**src/rtl/dmem_arbiter.sv**
```systemverilog
// Two-port arbiter for a 512x32 synchronous data RAM: the CPU MEM stage and a debug/dump port share
// one RAM through an IDLE/ISSUE/WAIT sequencer with CPU priority bounded by an age counter.
module dmem_arbiter #(
  parameter int unsigned AGE_LIMIT = 4
) (
  input  logic        clk,
  input  logic        rst,
  input  logic        c_req,
  input  logic        c_we,
  input  logic [8:0]  c_addr,
  input  logic [31:0] c_wdata,
  output logic [31:0] c_rdata,
  output logic        c_ack,
  output logic        c_stall,
  input  logic        d_req,
  input  logic        d_we,
  input  logic [8:0]  d_addr,
  input  logic [31:0] d_wdata,
  output logic [31:0] d_rdata,
  output logic        d_ack,
  output logic        m_en,
  output logic        m_we,
  output logic [8:0]  m_addr,
  output logic [31:0] m_wdata,
  input  logic [31:0] m_rdata
);

  typedef enum logic [1:0] {StIdle, StIssue, StWait} state_e;

  state_e      state_q, state_d;
  logic        own_q, own_d;  // 1: debug port owns the current access
  logic        we_q, we_d;
  logic [8:0]  addr_q, addr_d;
  logic [31:0] wdata_q, wdata_d;
  logic [31:0] c_rdata_q, c_rdata_d;
  logic [31:0] d_rdata_q, d_rdata_d;
  logic        c_ack_q, c_ack_d;
  logic        d_ack_q, d_ack_d;
  logic [2:0]  age_q, age_d;

  logic busy, arb, c_elig, d_elig, age_hit, c_win, d_win;

  always_comb begin
    busy    = (state_q == StIssue) || (state_q == StWait);
    arb     = (state_q == StIdle) || (state_q == StWait);
    c_elig  = c_req && !(busy && !own_q) && !c_ack_q;
    d_elig  = d_req && !(busy && own_q) && !d_ack_q;
    age_hit = {29'd0, age_q} >= AGE_LIMIT;
    d_win   = arb && d_elig && (!c_elig || age_hit);
    c_win   = arb && c_elig && !d_win;
  end

  always_comb begin
    state_d   = state_q;
    own_d     = own_q;
    we_d      = we_q;
    addr_d    = addr_q;
    wdata_d   = wdata_q;
    c_rdata_d = c_rdata_q;
    d_rdata_d = d_rdata_q;
    c_ack_d   = 1'b0;
    d_ack_d   = 1'b0;
    age_d     = age_q;

    // Completion of the owner's access on the edge leaving WAIT.
    if (state_q == StWait) begin
      if (own_q) begin
        d_ack_d = 1'b1;
        if (!we_q) d_rdata_d = m_rdata;
      end else begin
        c_ack_d = 1'b1;
        if (!we_q) c_rdata_d = m_rdata;
      end
    end

    if (c_win) begin
      state_d = StIssue;
      own_d   = 1'b0;
      we_d    = c_we;
      addr_d  = c_addr;
      wdata_d = c_wdata;
    end else if (d_win) begin
      state_d = StIssue;
      own_d   = 1'b1;
      we_d    = d_we;
      addr_d  = d_addr;
      wdata_d = d_wdata;
    end else if (state_q == StIssue) begin
      state_d = StWait;
    end else begin
      state_d = StIdle;
    end

    if (!d_req || d_win) begin
      age_d = '0;
    end else if (c_win && d_elig && (age_q != 3'd7)) begin
      age_d = age_q + 3'd1;
    end
  end

  always_ff @(posedge clk or negedge rst) begin
    if (!rst) begin
      state_q   <= StIdle;
      own_q     <= 1'b0;
      we_q      <= 1'b0;
      addr_q    <= '0;
      wdata_q   <= '0;
      c_rdata_q <= '0;
      d_rdata_q <= '0;
      c_ack_q   <= 1'b0;
      d_ack_q   <= 1'b0;
      age_q     <= '0;
    end else begin
      state_q   <= state_d;
      own_q     <= own_d;
      we_q      <= we_d;
      addr_q    <= addr_d;
      wdata_q   <= wdata_d;
      c_rdata_q <= c_rdata_d;
      d_rdata_q <= d_rdata_d;
      c_ack_q   <= c_ack_d;
      d_ack_q   <= d_ack_d;
      age_q     <= age_d;
    end
  end

  assign m_en    = (state_q == StIssue);
  assign m_we    = m_en && we_q;
  assign m_addr  = addr_q;
  assign m_wdata = wdata_q;

  assign c_rdata = c_rdata_q;
  assign d_rdata = d_rdata_q;
  assign c_ack   = c_ack_q;
  assign d_ack   = d_ack_q;
  assign c_stall = c_req && !c_ack_q;

endmodule

```
**config.mk**
```make
export PLATFORM = sky130hd
export DESIGN_NAME = dmem_arbiter
export DESIGN_NICKNAME = d
export VERILOG_FILES = /design/src/rtl/dmem_arbiter.sv
export SDC_FILE = /design/constraint.sdc
export NUM_CORES = 1
export LEC_CHECK = 0
export ABC_AREA = 1
export CORE_AREA = 3 3 120 122
export CTS_CLUSTER_SIZE = 12
export DETAILED_ROUTE_END_ITERATION = 10
export DIE_AREA = 0 0 123 125
export PLACE_DENSITY = 0.81
export SLEW_MARGIN = 20
export SYNTH_ARGS = -nofsm -noshare
export SYNTH_HDL_FRONTEND = slang
export SYNTH_SLANG_ARGS = --single-unit
```
**constraint.sdc**
```tcl
create_clock -name clk -period 1.8 [get_ports clk]
set_clock_uncertainty 0.15 [all_clocks]
set_input_delay 0.18 -clock clk [delete_from_list [all_inputs] [get_ports clk]]
set_output_delay 0.18 -clock clk [all_outputs]
set_load 0.02 [all_outputs]
```
==> Word-level counts from Yosys, hierarchy flattened <==
Cells that the tools add are included.
{ "op_classes": {"addsub": 1, "magnitude_cmp": 1, "eq_ne": 3, "muxes": 17, "n_bitwise": 2, "reduce_logical": 31} }
{ "ops": {"columns": ["op", "count"], "rows": [
  ["$mux 32", 2],
  ["$mux 9", 2],
  ["$logic_and 1x1->1", 14],
  ["$logic_not 1->1", 8],
  ["$mux 1", 8],
  ["$mux 2", 3],
  ["$mux 3", 2],
  ["$reduce_and 3->1", 2],
  ["$logic_or 1x1->1", 4],
  ["$reduce_bool 2->1", 2],
  ["$add 3x1->3 const B", 1],
  ["$ge 3x3->1 const B", 1],
  ["$ne 3x3->1 const B", 1],
  ["$eq 2x1->1 const B", 1],
  ["$eq 2x2->1 const B", 1],
  ["$logic_not 2->1", 1],
  ["$not 1->1", 2]
]} }
{ "word_totals": {"reg_bits": 114, "inputBits": 120, "output_inout_bits": 110, "word_cells": 65} }

==> Depth between registers and ports, before layout <==
Gate-level depths: netlist of run 1.
{ "logic_depth": {"depth_word": 15, "mapped_depth": 11, "ltp_nobuf": 10} }

==> Least setup slack after synthesis of run 1 <==
Ideal clock, no wire load.
{ "synth_path": {"path_kind": "register -> register", "startpoint": "register state_q[0]", "endpoint": "register we_q", "setup_ns": 0.069, "arrival_ns": 1.460, "required_ns": 1.581, "setup_slack_ns": 0.122, "stages_incl_launch_ff": 11, "n_path_buf": 1, "period_less_slack_ns": 1.678, "path_cell_list": "dfrtp_1 -> inv_1 -> ha_1 -> nand2_1 -> nand3_1 -> nor2_1 -> nand2_2 -> nand2_2 -> buf_4 -> nand2_1 -> nand3_1"} }
{ "synth_via": {"elab_chain_len": 12, "word_cells_on_any_way": 22, "cone_classes": "2 x eq/ne; 1 x mux; 19 x reduce/logical"} }
{ "synth_lines": {"columns": ["item", "line", "source"], "rows": [
  ["from (decl)", "30", "state_e state_q, state_d;"],
  ["from (signal assigned)", "103", "state_q <= StIdle;"],
  ["from (signal assigned)", "114", "state_q <= state_d;"],
  ["$eq 2x1->1 or $eq 2x2->1 (tied branches)", "44, 45", null],
  ["$logic_or 1x1->1", "44", "busy = (state_q == StIssue) || (state_q == StWait);"],
  ["$logic_and 1x1->1", "46", "c_elig = c_req && !(busy && !own_q) && !c_ack_q;"],
  ["$logic_not 1->1", "46", null],
  ["$logic_and 1x1->1 (2 in series)", "46", null],
  ["$logic_not 1->1", "49", "d_win = arb && d_elig && (!c_elig || age_hit);"],
  ["$logic_or 1x1->1", "49", null],
  ["$logic_and 1x1->1", "49", null],
  ["$logic_not 1->1", "50", "c_win = arb && c_elig && !d_win;"],
  ["$logic_and 1x1->1", "50", null],
  ["$mux 1 or $reduce_bool 2->1 (tied branches)", null, null],
  ["to (signal assigned)", "116", "we_q <= we_d;"],
  ["to (decl)", "32", "logic we_q, we_d;"]
]} }
Several ways; a longest one is shown, not always the timed one.
A chain may end at the register's enable or synchronous reset.

==> Worst setup path in the final report of run 1 <==
{ "layout_path": {"startpoint": "register state_q[1]", "endpoint": "register wdata_q[26] (netlist: m_wdata[26])"} }
{ "layout_via": {"elab_chain_len": 12, "word_cells_on_any_way": 22, "cone_classes": "2 x eq/ne; 1 x mux; 19 x reduce/logical"} }
{ "layout_lines": {"columns": ["item", "line", "source"], "rows": [
  ["$eq 2x1->1 or $eq 2x2->1 (tied branches)", "44, 45", null],
  ["$logic_or 1x1->1", "44", null],
  ["$logic_and 1x1->1", "46", null],
  ["$logic_not 1->1", "46", null],
  ["$logic_and 1x1->1 (2 in series)", "46", null],
  ["$logic_not 1->1", "49", null],
  ["$logic_or 1x1->1", "49", null],
  ["$logic_and 1x1->1", "49", null],
  ["$logic_not 1->1", "50", null],
  ["$logic_and 1x1->1", "50", null],
  ["$mux 32 or $reduce_bool 2->1 (tied branches)", null, null],
  ["to (signal assigned)", "118", "wdata_q <= wdata_d;"],
  ["to (decl)", "34", "logic [31:0] wdata_q, wdata_d;"]
]} }
Several ways; a longest one is shown, not always the timed one.

==> impl_metrics.json, run 1 <==
{
  "die_area_sq_um": 15400,
  "startpoint_type": "flop",
  "yosys_warnings": 0,
  "ant_nets": 0,
  "avgSynthCellArea_sq_um": 8.32,
  "status": "finished with violations",
  "synthToLayoutAreaGrowth_pct": 74.5,
  "place_hpwl_um": 10700,
  "die_h_um": 125,
  "grt_pass1_vias": 4846,
  "syn_inst": 614,
  "overflow": 0,
  "endpoint_kind": "flop",
  "vias": 5121,
  "pre_cts_slack_ps": -25.0,
  "finalNetCount": 978,
  "place_congestion": 0.787,
  "fillers": 995,
  "timing.slew.headroom_pct": 79.8,
  "drive_gt1_share_pct": 17.9,
  "h-tree-depth": 4,
  "power.leakage_nw": 4.32,
  "max-cap-violations": 0,
  "worstMarginPinSlew_ps": 303,
  "slew_viol_final": 0,
  "violations": "setup timing",
  "cts_sinks": 114,
  "rsz0062_at_grt": "yes",
  "hold_viol": 0,
  "crit_start": "state_q[1]",
  "vdd_drop_max_mv": 1.09,
  "critPathMaxFanout": 8,
  "fin_crit_ps": 1860,
  "final_common_cell": "clkdlybuf4s50_1",
  "antenna_cells": 0,
  "cts_buffers": 17,
  "grt_antenna_before_repair": 0,
  "synth-seq-area-share_pct": 55.9,
  "timing.fmax_mhz": 538,
  "drc": 0,
  "crit_required_ps": 1940,
  "grt_usage_pct": 19.9,
  "grt_max_degree": 65,
  "cts_buffer_depth": 2,
  "crit_arrival_ps": 2000,
  "fin_ws_ps": -58.6,
  "cts_tree": "done",
  "layout_common_cells": "clkdlybuf4s50_1 (224), nand2_1 (115), dfrtp_1 (114)",
  "clk_pin_slew_ps": 60,
  "cts-root-buf": "clkbuf_16",
  "drtIter0Drc": 274,
  "slowest_stage": "dfrtp_1",
  "ios": 230,
  "cpPeakStageDelay_ps": 400,
  "p_total_mw": 18.3,
  "power_density_nw_per_um2": 2050,
  "hold_class": "in2async",
  "clock_latency_ps": 420,
  "viasPerCell": 4.91,
  "final_cell_area_sq_um": 8910,
  "final.period_utilization_pct": 103,
  "wl_um": 16500,
  "dpl_cell_area_sq_um": 7680,
  "first_pass_iters": 4,
  "setup_viol": 33,
  "core_area_sq_um": 13300,
  "crit_top_cell": "nand2_4",
  "post_drt_wl_per_cell_um": 15.8,
  "fin_util_pct": 67.0,
  "syn_nets": 739,
  "synth.distinct_cells": 19,
  "initial_core_util_pct": 38.4,
  "die_x_um": 123,
  "synthesis.area_sq_um": 5110,
  "regToRegStartpoint": "state_q[1]",
  "io_buffers": 229,
  "rows": 42,
  "crit_type": "reg2reg",
  "synth-seq-cells": 114,
  "crit_chain": "inv_2, ha_4, nand2_4, nand3b_1, nand2_4, nand2_4, buf_12, clkbuf_16, nand2_2, nand3_1",
  "grt_pass1_wl_um": 24100
}
==> final timing paths <==
path                          endpoint  slack, ps  depth (start not counted)
setup reg to reg           m_wdata[26]        -60                         10
min in group clk           d_rdata[29]        180                          3
hold / removal              c_rdata[2]         40                          2
max in group asynchronous  m_wdata[14]        910                          3
hold reg to reg             c_rdata[2]        330                          2
setup / recovery           m_wdata[26]        -60                         10
==> sequential cells by signal (all words and copies together) (netlist names), 2 cells and up <==
name,cells
state_q,2
age_q,3
m_wdata,32
d_rdata,32
c_rdata,32
m_addr,9
==> cells in the mapped netlist <==
cell	n	area, sq um
clkbuf_1	16	60.1
dfrtp_1	114	2850
buf_6	1	11.3
nor2_1	5	18.8
nand3b_1	1	7.51
buf_2	11	55.1
o21ai_0	65	325
nand3_4	1	17.5
inv_2	3	11.3
nand3_1	89	445
ha_1	5	62.6
a21oi_1	45	225
nor2_4	1	11.3
inv_1	85	319
nand2_1	158	593
buf_4	6	45.0
buf_1	3	11.3
nand3_2	1	10.0
nand2_2	4	25.0
==> metal layers <==
metal	routed length [um]	GRT usage (%)
met3	2010	9.94
met4	447	7.30
met2	7750	31.9
met5	0	0
met1	6290	22.8
==> stage by stage <==
stage | cells | hold WS [ps] | TNS, ps
after floorplan | 614 | -266 | 0
after global placement | 1003 | -82.8 | -52.0
final | 1042 | 36.9 | -721
after global routing | 1042 | 46.5 | -3240
after CTS | 1037 | 18.6 | -1840
after detailed placement | 1003 | -80.1 | -270
==> cell families (layout without fill, tap and decap cells) <==
kind of cell	after synthesis	after routing	synth area share (%)
adders and majority gates	5	5	1.22
DFF	114	114	55.9
AOI/OAI and AO/OA	110	110	10.8
buffers and inverters	125	377	10.0
and+or+nand+nor	260	260	22.1
==> critical path, delay by kind of cell, from the launching register on <==
kind | cells | cell delay (ps)
fa+ha+maj | 1 | 260
flops | 1 | 400
buf+inv | 3 | 390
simple gates | 6 | 550
==> power by group <==
| group | internal, mW | switching (mW) | leakage [nW] |
|---|---|---|---|
| registers | 3.88 | 0.751 | 1.39 |
| clock network | 2.25 | 1.21 | 0.289 |
| logic | 4.56 | 5.65 | 2.64 |
==> area by class of cell <==
cell class | count | area (sq um) | area share (%)
timing repair buffer | 257 | 2690 | 30.2
tap | 176 | 220 | 2.47
multi-input combinational | 375 | 2200 | 24.7
clock inverter | 12 | 156 | 1.76
clock buffer | 20 | 457 | 5.12
sequential | 114 | 2850 | 32.0
inverter | 88 | 333 | 3.73
==> what timing repair did <==
| item | CTS | global route |
|---|---|---|
| pin swaps | 2 | 23 |
| gates cloned | 1 | 3 |
| setup endpoints to repair | 49 | 65 |
| hold buffers | 1 | 0 |
| buffers inserted | 0 | 2 |
| hold endpoints to repair | 114 | 0 |
| resized for setup | 13 | 115 |
No activity file was read; power rests on OpenSTA's default activity.
==> inputs of run 2 (changes only) <==
Clock period 1.8 ns to 1.61 ns, I/O delays scaled along.
==> impl_metrics.json, run 2 (same netlist as run 1, synthesis figures left out) <==
{
  "status": "finished with violations",
  "violations": "setup timing",
  "cts_tree": "done",
  "io_buffers": 229,
  "place_congestion": 0.809,
  "drtIter0Drc": 255,
  "fin_crit_ps": 1830,
  "viasPerCell": 5.09,
  "first_pass_iters": 5,
  "drc": 0,
  "die_h_um": 125,
  "endpoint_kind": "flop",
  "cts-root-buf": "clkbuf_16",
  "antenna_cells": 0,
  "vias": 5455,
  "layout_common_cells": "clkdlybuf4s50_1 (118), dfrtp_1 (114), dlygate4sd2_1 (107)",
  "cts_sinks": 114,
  "hold_class": "in2reg",
  "synthToLayoutAreaGrowth_pct": 92.7,
  "grt_pass1_vias": 5185,
  "fillers": 848,
  "fin_ws_ps": -219,
  "core_area_sq_um": 13300,
  "power.leakage_nw": 4.84,
  "die_x_um": 123,
  "max-cap-violations": 0,
  "power_density_nw_per_um2": 2270,
  "ios": 230,
  "slew_viol_final": 0,
  "initial_core_util_pct": 38.4,
  "slowest_stage": "dfrtp_1",
  "hold_viol": 0,
  "grt_usage_pct": 22.0,
  "timing.fmax_mhz": 547,
  "rows": 42,
  "final.period_utilization_pct": 114,
  "overflow": 0,
  "crit_chain": "inv_2, ha_4, nand2_4, nand3_4, nor2_4, nand2_4, buf_8, clkbuf_16, nand3_2, nand3_2",
  "crit_arrival_ps": 1980,
  "grt_pass1_wl_um": 26600,
  "crit_required_ps": 1760,
  "timing.slew.headroom_pct": 76.3,
  "critPathMaxFanout": 6,
  "drive_gt1_share_pct": 30.6,
  "cpPeakStageDelay_ps": 390,
  "wl_um": 21200,
  "rsz0062_at_grt": "yes",
  "post_drt_wl_per_cell_um": 19.8,
  "startpoint_type": "flop",
  "grt_antenna_before_repair": 0,
  "cts_buffer_depth": 2,
  "tns_ps": -12000,
  "cts_buffers": 17,
  "ant_nets": 0,
  "clock_latency_ps": 410,
  "crit_type": "reg2reg",
  "vdd_drop_max_mv": 1.28,
  "grt_max_degree": 65,
  "setup_viol": 80,
  "place_hpwl_um": 10900,
  "final_common_cell": "clkdlybuf4s50_1",
  "clk_pin_slew_ps": 60,
  "worstMarginPinSlew_ps": 355,
  "h-tree-depth": 4,
  "die_area_sq_um": 15400,
  "finalNetCount": 1007,
  "holdWs_ps": 155
}
-- run 2: through the flow --
step,utilization (%),power (mW),instances,area [sq um],worst slack (ps)
after global routing,74.0,23.5,1071,9840,-296
after global placement,58.3,14.8,1008,7750,-197
after floorplan,-,10.4,614,5110,-68.2
after detailed placement,58.3,15.0,1008,7750,-236
final,74.0,22.3,1071,9840,-219
after CTS,65.0,18.9,1054,8640,-161
-- run 2: path summary, 6_finish.rpt --
kind / from / slack [ps] / cells after the start / end
hold / removal: m_rdata[19] / 160 / 3 / c_rdata[19]
setup reg to reg: state_q[0] / -220 / 10 / m_addr[6]
setup / recovery: state_q[0] / -220 / 10 / m_addr[6]
min in group asynchronous: rst / 180 / 3 / d_rdata[24]
hold reg to reg: d_rdata[7] / 330 / 2 / d_rdata[7]
max in group asynchronous: rst / 510 / 3 / c_rdata[25]
-- run 2: critical path: cells and delay by family (launching register included) --
family	cells	cell delay (ps)
buf+inv	3	430
flops	1	390
fa+ha+maj	1	220
simple gates	6	520
-- run 2: timing repair --
item / CTS / global route
setup endpoints to repair: 189 / 100
endpoints found under the hold margin: 114 / 0
hold buffers: 2 / 0
setup buffers: 7 / 3
pin swaps: 8 / 52
gates cloned: 5 / 19
gates resized for setup: 179 / 235
-- run 2: layer usage --
metal	GRT usage, %	routed length, um	up-vias
met5	0	0	-
met2	35.9	10700	289
li1	-	-	2503
met1	25.2	7390	2600
met4	7.56	727	0
met3	10.3	2330	63
-- run 2: cell type report --
class | instances | area (sq um) | area share [%]
timing repair buffer | 286 | 3120 | 31.7
sequential | 114 | 2850 | 29.0
multi-input combinational | 375 | 2690 | 27.3
clock buffer | 20 | 457 | 4.64
inverter | 88 | 345 | 3.51
tap | 176 | 220 | 2.24
clock inverter | 12 | 156 | 1.59
-- run 2: where the power goes --
| group | internal (mW) | switching [mW] | total [mW] | leakage, nW |
|---|---|---|---|---|
| Sequential | 4.34 | 0.979 | 5.32 | 1.39 |
| Combinational | 5.59 | 7.51 | 13.1 | 3.17 |
| Clock | 2.51 | 1.39 | 3.90 | 0.277 |
==> inputs of run 3 (changes only) <==
Settings changed: SKIP_CTS_REPAIR_TIMING from default to 1.
==> impl_metrics.json, run 3 (same netlist as run 1, synthesis figures left out) <==
{
  "status": "finished with violations",
  "violations": "setup timing",
  "power_density_nw_per_um2": 2230,
  "grt_antenna_before_repair": 0,
  "hold_class": "in2async",
  "ios": 230,
  "place_hpwl_um": 10900,
  "h-tree-depth": 4,
  "vias": 5253,
  "met1_usage_pct": 23.6,
  "fin_crit_ps": 1860,
  "cpPeakStageDelay_ps": 370,
  "initial_core_util_pct": 38.4,
  "crit_type": "reg2reg",
  "grt_busiest_layer": "met2",
  "drtIter0Drc": 288,
  "timing.slew.headroom_pct": 76.1,
  "fin_ws_ps": -255,
  "drc": 0,
  "wl_um": 19000,
  "drive_gt1_share_pct": 19.1,
  "grt_max_degree": 65,
  "synthToLayoutAreaGrowth_pct": 82.7,
  "io_buffers": 229,
  "clock_latency_ps": 410,
  "vdd_drop_max_mv": 1.34,
  "core_area_sq_um": 13300,
  "setup_viol": 79,
  "slew_viol_final": 0,
  "cts_tree": "done",
  "slowest_stage": "dfrtp_1",
  "place_congestion": 0.809,
  "crit_required_ps": 1760,
  "max-cap-violations": 0,
  "overflow": 0,
  "use_met2_pct": 32.7,
  "startpoint_type": "flop",
  "fillers": 906,
  "cts_buffer_depth": 2,
  "final.period_utilization_pct": 116,
  "dp_cells": 1008,
  "die_x_um": 123,
  "fin_cells": 1055,
  "layout_common_cells": "nand2_1 (120), clkdlybuf4s50_1 (118), dfrtp_1 (114)",
  "clk_pin_slew_ps": 60,
  "critPathMaxFanout": 32,
  "rows": 42,
  "antenna_cells": 0,
  "grt_pass1_vias": 4926,
  "hold_viol": 0,
  "ant_nets": 0,
  "fin_util_pct": 70.2,
  "endpoint_kind": "flop",
  "worstMarginPinSlew_ps": 358,
  "crit_arrival_ps": 2010,
  "cts_buffers": 17,
  "crit_top_cell": "buf_4",
  "first_pass_iters": 5,
  "final_common_cell": "nand2_1",
  "grt_usage_pct": 20.4,
  "cts_sinks": 114,
  "cts-root-buf": "clkbuf_16",
  "grt_pass1_wl_um": 24700,
  "post_drt_wl_per_cell_um": 18.0,
  "finalNetCount": 991,
  "viasPerCell": 4.98,
  "timing.fmax_mhz": 536,
  "die_area_sq_um": 15400,
  "die_h_um": 125,
  "rsz0062_at_grt": "yes",
  "grt_use_met3_pct": 10.8,
  "crit_chain": "buf_4, ha_2, inv_2, buf_4, nor2_2, nand2_4, clkbuf_16, o21ai_0",
  "power.leakage_nw": 5.55
}
==> run 3: cell count changes in the layout (fill, tap and decap cells not counted), sizes merged <==
cell          previous run  this run
dlygate4sd2            107         0
clkbuf                  32        30
dlymetal6s2s             0       107
buf                     47        33
==> run 3: path summary, 6_finish.rpt <==
path | from | cells after the start | slack (ps) | endpoint
hold reg to reg | d_rdata[7] | 2 | 330 | d_rdata[7]
max in group asynchronous | rst | 3 | 470 | c_rdata[25]
setup / recovery | state_q[1] | 8 | -250 | c_rdata[25]
min in group clk | m_rdata[19] | 3 | 170 | d_rdata[19]
setup reg to reg | state_q[1] | 8 | -250 | c_rdata[25]
hold / removal | rst | 3 | 140 | d_rdata[24]
==> run 3: metrics by stage <==
step	TNS, ps	hold slack [ps]	area, sq um	power [mW]	setup WS (ps)
global placement	-10240	-161	7750	14.8	-197
finish	-9840	143	9330	20.8	-255
floorplan	-2720	-285	5110	10.4	-68.2
detailed placement	-12970	-161	7750	15.0	-236
global route	-17430	158	9330	22.1	-342
CTS	-24060	-606	8360	19.0	-597
==> run 3: per-layer routing <==
layer	wire length (um)	share of wire, %
met5	0	0
met4	454	2.4
met3	2080	11
met2	9520	50
met1	6980	37
==> run 3: layout make-up <==
type                            instances  area (sq um)  area share [%]
Timing Repair Buffer                  270          3180            34.0
Sequential cell                       114          2850            30.6
Multi-Input combinational cell        375          2130            22.8
Clock buffer                           20           457            4.89
Inverter                               88           338            3.62
Tap cell                              176           220            2.36
Clock inverter                         12           156            1.68
==> run 3: report_power, final <==
part | internal [mW] | total, mW | leakage [nW] | switching [mW]
Clock | 2.51 | 3.90 | 0.277 | 1.39
Sequential | 4.34 | 5.14 | 1.39 | 0.810
Combinational | 5.19 | 11.8 | 3.88 | 6.60
Total | 12.0 | 20.8 | 5.55 | 8.80
==> run 3: critical path, delay by kind of cell, from the launching register on <==
family | cells | cell delay (ps)
AOI/OAI and AO/OA | 1 | 300
adders and majority gates | 1 | 170
buffers and inverters | 4 | 500
and+or+nand+nor | 2 | 250
DFF | 1 | 370
